`src/rtl/riot_bus_master.sv`:
```
// ============================================================================
// riot_bus_master : command-driven RIOT bus initiator with valid/ready response
// Optional poll support: define RIOT_MASTER_POLL_EN
// Revision 1.0
// ============================================================================
`default_nettype none

module riot_bus_master #(
  parameter int TIMEOUT_W = 16
) (
  input  logic       CLK,
  input  logic       RES,
  input  logic       cmd_valid,
  output logic       cmd_ready,
  input  logic [1:0] cmd_op,
  input  logic       cmd_ram,
  input  logic [6:0] cmd_addr,
  input  logic [7:0] cmd_wdata,
  output logic       rsp_valid,
  input  logic       rsp_ready,
  output logic [7:0] rsp_data,
  output logic       rsp_err,
  output logic [6:0] BUS_A,
  output logic [7:0] BUS_DO,
  input  logic [7:0] BUS_DI,
  output logic       BUS_CS,
  output logic       BUS_CS_n,
  output logic       BUS_R_W_n,
  output logic       BUS_RS_n
);

  localparam logic [1:0] OP_READ  = 2'b00;
  localparam logic [1:0] OP_WRITE = 2'b01;

  typedef enum logic [1:0] {
    ST_IDLE    = 2'd0,
    ST_ACCESS  = 2'd1,
    ST_CAPTURE = 2'd2,
    ST_RESP    = 2'd3
  } state_e;

  state_e     state_q, state_d;
  logic [1:0] op_q, op_d;
  logic       ram_q, ram_d;
  logic [6:0] addr_q, addr_d;
  logic [7:0] wdata_q, wdata_d;
  logic [7:0] data_q, data_d;
  logic       err_q, err_d;
  logic       cmd_ready_q, cmd_ready_d;
  logic       rsp_valid_q, rsp_valid_d;
  logic       cs_q, cs_d;
  logic       cs_n_q, cs_n_d;
  logic       rw_n_q, rw_n_d;
  logic       rs_n_q, rs_n_d;
  logic [6:0] a_q, a_d;
  logic [7:0] do_q, do_d;
  logic       op_legal;

`ifdef RIOT_MASTER_POLL_EN
  localparam logic [1:0] OP_POLL = 2'b10;
  logic [TIMEOUT_W-1:0] cnt_q, cnt_d;
  assign op_legal = (cmd_op == OP_READ) || (cmd_op == OP_WRITE) || (cmd_op == OP_POLL);
`else
  assign op_legal = (cmd_op == OP_READ) || (cmd_op == OP_WRITE);
  // TIMEOUT_W only sizes the poll counter, which this build does not contain.
  if (TIMEOUT_W < 1) begin : g_timeout_w_unused
  end
`endif

  always_comb begin
    state_d = state_q;
    op_d    = op_q;
    ram_d   = ram_q;
    addr_d  = addr_q;
    wdata_d = wdata_q;
    data_d  = data_q;
    err_d   = err_q;
`ifdef RIOT_MASTER_POLL_EN
    cnt_d   = cnt_q;
`endif
    case (state_q)
      ST_IDLE: begin
        if (cmd_valid && cmd_ready_q) begin
          op_d    = cmd_op;
          ram_d   = cmd_ram;
          addr_d  = cmd_addr;
          wdata_d = cmd_wdata;
          if (op_legal) begin
            state_d = ST_ACCESS;
          end else begin
            state_d = ST_RESP;
            data_d  = 8'h00;
            err_d   = 1'b1;
          end
        end
      end
      ST_ACCESS: begin
        if (op_q == OP_WRITE) begin
          state_d = ST_RESP;
          data_d  = wdata_q;
          err_d   = 1'b0;
        end else begin
          state_d = ST_CAPTURE;
        end
      end
      ST_CAPTURE: begin
        data_d  = BUS_DI;
        err_d   = 1'b0;
        state_d = ST_RESP;
`ifdef RIOT_MASTER_POLL_EN
        // All-ones is checked before incrementing, so the counter never wraps.
        if ((op_q == OP_POLL) && ((BUS_DI & wdata_q) == 8'h00)) begin
          if (&cnt_q) begin
            err_d = 1'b1;
          end else begin
            cnt_d   = cnt_q + TIMEOUT_W'(1);
            state_d = ST_ACCESS;
          end
        end
`endif
      end
      ST_RESP: begin
        if (rsp_ready) begin
          state_d = ST_IDLE;
`ifdef RIOT_MASTER_POLL_EN
          cnt_d   = '0;
`endif
        end
      end
      default: state_d = ST_IDLE;
    endcase

    // Outputs are registered from the next state so the strobe lines up with ACCESS.
    cmd_ready_d = (state_d == ST_IDLE);
    rsp_valid_d = (state_d == ST_RESP);
    cs_d        = (state_d == ST_ACCESS);
    cs_n_d      = ~cs_d;
    a_d         = cs_d ? addr_d : 7'h00;
    rs_n_d      = ~(cs_d & ram_d);
    rw_n_d      = ~(cs_d && (op_d == OP_WRITE));
    do_d        = (cs_d && (op_d == OP_WRITE)) ? wdata_d : 8'h00;
  end

  always_ff @(posedge CLK) begin
    if (RES) begin
      state_q     <= ST_IDLE;
      op_q        <= 2'b00;
      ram_q       <= 1'b0;
      addr_q      <= 7'h00;
      wdata_q     <= 8'h00;
      data_q      <= 8'h00;
      err_q       <= 1'b0;
      cmd_ready_q <= 1'b0;
      rsp_valid_q <= 1'b0;
      cs_q        <= 1'b0;
      cs_n_q      <= 1'b1;
      rw_n_q      <= 1'b1;
      rs_n_q      <= 1'b1;
      a_q         <= 7'h00;
      do_q        <= 8'h00;
`ifdef RIOT_MASTER_POLL_EN
      cnt_q       <= '0;
`endif
    end else begin
      state_q     <= state_d;
      op_q        <= op_d;
      ram_q       <= ram_d;
      addr_q      <= addr_d;
      wdata_q     <= wdata_d;
      data_q      <= data_d;
      err_q       <= err_d;
      cmd_ready_q <= cmd_ready_d;
      rsp_valid_q <= rsp_valid_d;
      cs_q        <= cs_d;
      cs_n_q      <= cs_n_d;
      rw_n_q      <= rw_n_d;
      rs_n_q      <= rs_n_d;
      a_q         <= a_d;
      do_q        <= do_d;
`ifdef RIOT_MASTER_POLL_EN
      cnt_q       <= cnt_d;
`endif
    end
  end

  assign cmd_ready = cmd_ready_q;
  assign rsp_valid = rsp_valid_q;
  assign rsp_data  = data_q;
  assign rsp_err   = err_q;
  assign BUS_CS    = cs_q;
  assign BUS_CS_n  = cs_n_q;
  assign BUS_R_W_n = rw_n_q;
  assign BUS_RS_n  = rs_n_q;
  assign BUS_A     = a_q;
  assign BUS_DO    = do_q;

endmodule

`default_nettype wire

```
`config.mk`:
```
export PLATFORM = sky130hd
export DESIGN_NAME = riot_bus_master
export DESIGN_NICKNAME = d
export VERILOG_FILES = /design/src/rtl/riot_bus_master.sv
export SDC_FILE = /design/constraint.sdc
export NUM_CORES = 1
export LEC_CHECK = 0
export CAP_MARGIN = 25
export CORE_MARGIN = 2
export CORE_UTILIZATION = 30
export CTS_CLUSTER_SIZE = 28
export DETAILED_ROUTE_END_ITERATION = 12
export PLACE_DENSITY = 0.54
export REMOVE_ABC_BUFFERS = 1
export SLEW_MARGIN = 10
export SYNTH_ARGS = -nofsm -noshare
export SYNTH_HDL_FRONTEND = slang
export SYNTH_SLANG_ARGS = --single-unit
```
`constraint.sdc`:
```
create_clock -name CLK -period 2.3 [get_ports CLK]
set_input_delay 0.46 -clock CLK [delete_from_list [all_inputs] [get_ports CLK]]
set_output_delay 0.46 -clock CLK [all_outputs]
set_load 0.01 [all_outputs]
```
==> metrics.md <==
| Metric | Value |
|---|---|
| Slew @ Worst Pin | 0.460 ns |
| Via count | 1536 |
| Share of cells above drive strength 1 | 9.54% |
| Final Critical Period | 1.85 ns |
| VDD IR max | 0.000494 V |
| Synth top area share | 52.7% |
| Final hold viol count | 0 |
| Vias per cell | 4.56 |
| Launching point of the worst reg2reg path | state_q[0]$_SDFF_PP0_ |
| Worst-Skew Late Latency | 0.30 ns |
| Pin count of the biggest net entering global routing | 23 |
| Status | completed |
| Die height | 83.5 µm |
| Setup violations, final | 0 |
| First-pass GRT wire length | 7120 µm |
| CTS max path bufs | 2 |
| Final instance area | 2690 µm² |
| Synthesis Warnings | 0 |
| Achievable Freq | 542 MHz |
| Starting DRC count in detailed routing | 36 |
| Area Overhead vs Synth | 41.7% |
| Setup TNS | 0 ns |
| Switch share | 37.1% |
| Root buffer cell | clkbuf_8 |
| Power density cells | 1010 nW/µm² |
| Per-cell routed wire length | 12.8 µm |
| # H-tree levels | 2 |
| Register-to-register setup slack | 0.45 ns |
| Pre-antenna DRT Iters | 4 |
| CP Capture Type | flip-flop |
| P_leak | 0.00100 µW |
| GPL Wtd Cong | 0.755 |
| Post-CTS Hold Buffers | 0 |
| Max incr delay on CP | 0.44 ns |
| Initial antenna violation count | 0 |
| Crit path buf inv count | 2 |
| Post-CTS Resized | 0 |
| Slowest-stage cell, CP | dfxtp_1 |
| CTS clk-pin slew, worst paths | 0.09 ns |
| Most common cell in the synthesized netlist | dfxtp_1 |
| Psw | 1010 µW |
| FF-to-FF path depth | 7 |
| Die Area | 6980 µm² |
| List of most frequent post-synthesis cells | 50 x dfxtp_1, 32 x nand2_1, 19 x a21oi_1, 13 x nor2_1, 10 x nor3_1 |
| Synthesis-stage register bit count | 50 |
| Total Wirelength | 4320 µm |
| DRC errors left | 0 |
| CP delay by family, top | flip-flops |
| Setup CP Type | flip-flop to flip-flop |
| Logic pwr share | 41.8% |
| CTS tree | done |
| Slew Viols, Final | 0 |
| Average size of a mapped cell | 9.63 µm² |
| Port Buffers | 59 |
| HP Start | addr_q[1]$_SDFF_PP0_ |
| Max-cap violation count | 0 |
| CP arrival | 2.07 ns |
| Worst EP required | 2.52 ns |
| Final net count | 298 |
| Routed Antenna Nets | 0 |
| Setup Fix Bufs, Post-CTS | 0 |
| Final clock skew | 0.00605 ns |
| Critical Path Start Type | flip-flop |
| Cell Area, Placed | 2590 µm² |
| Hold Path End | addr_q[1]$_SDFF_PP0_ |
| Post-DP HPWL | 3220 µm |
| Gr ovfl total | 0 |
| Vias in the first global route | 1453 |
| Post-synth cell types | 32 |
| Clock network fraction of total power | 19.5% |
| RR Endpoint | BUS_DO[5]$_SDFF_PP0_ |
| Relative slew slack | 69.3% |
| EDFF count, synth | 0 |
| Core area | 6030 µm² |
| CP startpoint | state_q[0]$_SDFF_PP0_ |
| Starting Density | 31.5% |
| Die Wd | 83.5 µm |
| CTS Sinks | 50 |
| GRT Util Overall | 12.7% |
| Post-synthesis sequential area ratio | 52.7% |
| P_int | 1700 µW |
| ANT cells | 0 |
| Total CTS buffers | 5 |
| Hold WC Path Type | flip-flop to flip-flop |
| CP Cell Sequence | inv_1, ha_1, and3_2, a22oi_1, o211ai_2, buf_4, nor3_1 |
| Sequential power share | 38.7% |
| CP Max Fanout | 8 |
| Ys async rst share | 0% |
| Synth Instances | 197 |
| Tcrit/Tclk final | 80.2% |
| Hold Path Depth | 2 |
| Ys flop type | dfxtp_1 |
| Post-Syn Area | 1900 µm² |
| Synth top area cells | dfxtp_1 53%, nand2_1 6.3%, a21oi_1 5.0% |
| Largest area contributor in the netlist | dfxtp_1 |
| RSZ-0062 raised after global routing | no |
| Site Rows | 28 |
| IO Count | 60 |
## cells by family after synthesis
kind of cell	share of synthesized area (%)
AND/OR/NAND/NOR	21.7
buffers and inverters	2.57
multiplexers	4.22
adder cells (fa/ha/maj)	4.61
AO/OA/AOI/OAI	14.2
flip-flops	52.7
## stage by stage
stage	power (µW)	hold WS, ns	utilization, %	setup WS [ns]	instances
final	2710	0.458	44.6	0.455	337
after global routing	2910	0.488	44.6	0.179	337
after CTS	2740	0.463	44.6	0.439	337
after detailed placement	2210	0.448	43.0	0.207	329
after global placement	2200	0.441	43.0	0.245	329
after floorplan	1800	0.427	-	0.491	188
## cells in the final DEF (no fill, tap or decap)
cell,count
a211oi_2,1
a21o_1,1
a21oi_1,19
a21oi_2,1
a221o_2,1
a221oi_4,1
a22o_1,8
a22oi_1,1
a32o_1,1
and2_1,7
and2_2,1
and3_2,1
buf_4,7
clkbuf_8,6
clkdlybuf4s50_1,59
clkinv_2,1
clkinvlp_4,1
dfxtp_1,50
ha_1,7
inv_1,2
mux2i_1,8
nand2_1,32
nand2b_1,2
nand3_1,8
nand3_2,2
nand3b_1,4
nor2_1,13
nor2b_1,3
nor3_1,10
o211ai_1,1
o211ai_2,1
or2_1,1
or2_2,1
## power groups by stage
stage               Combinational [µW]  Sequential, µW  Clock (µW)
floorplan                          720            1080           0
global placement                  1130            1070           0
detailed placement                1140            1070           0
CTS                               1140            1050         549
global route                      1260            1070         583
finish                            1130            1050         528
## worst max-delay path by stage
stage                           endpoint  slack, ns  depth (start not counted)
CTS                 BUS_DO[5]$_SDFF_PP0_       0.44                          7
global route        BUS_DO[5]$_SDFF_PP0_       0.18                          7
global placement    BUS_DO[6]$_SDFF_PP0_       0.24                          6
detailed placement  BUS_DO[6]$_SDFF_PP0_       0.21                          6
floorplan           BUS_R_W_n$_SDFF_PP1_       0.49                          6
finish              BUS_DO[5]$_SDFF_PP0_       0.45                          7
## sequential cells by signal (all words and copies together) (netlist names)
register	cells
BUS_R_W_n	1
addr_q	7
BUS_CS_n	1
BUS_DO	8
op_q	2
rsp_data	8
cmd_ready	1
BUS_A	7
BUS_CS	1
wdata_q	8
rsp_err	1
BUS_RS_n	1
state_q	2
ram_q	1
rsp_valid	1
## tightest hold or removal path, cell delays in order (launching register included)
cell	delay (ns)
dfxtp_1	0.31
nand2_1	0.04
a21oi_1	0.06
## layout make-up
cell class              instances  area [µm²]
multi-input cells             136         848
fillers                       599        3340
clock inverters                 2        12.5
clock buffers                   6        82.6
inverters                       2        7.51
well taps                      75        93.8
repair buffers                 66         643
flip-flops and latches         50        1000
## routing by layer
layer	track usage (%)	share of wire (%)	vias up
li1	-	-	802
met1	17.5	50	678
met2	18.8	42	51
met3	4.15	7.1	5
met4	3.96	0.93	0
met5	0	0	-
(Power assumes the default switching activity.)
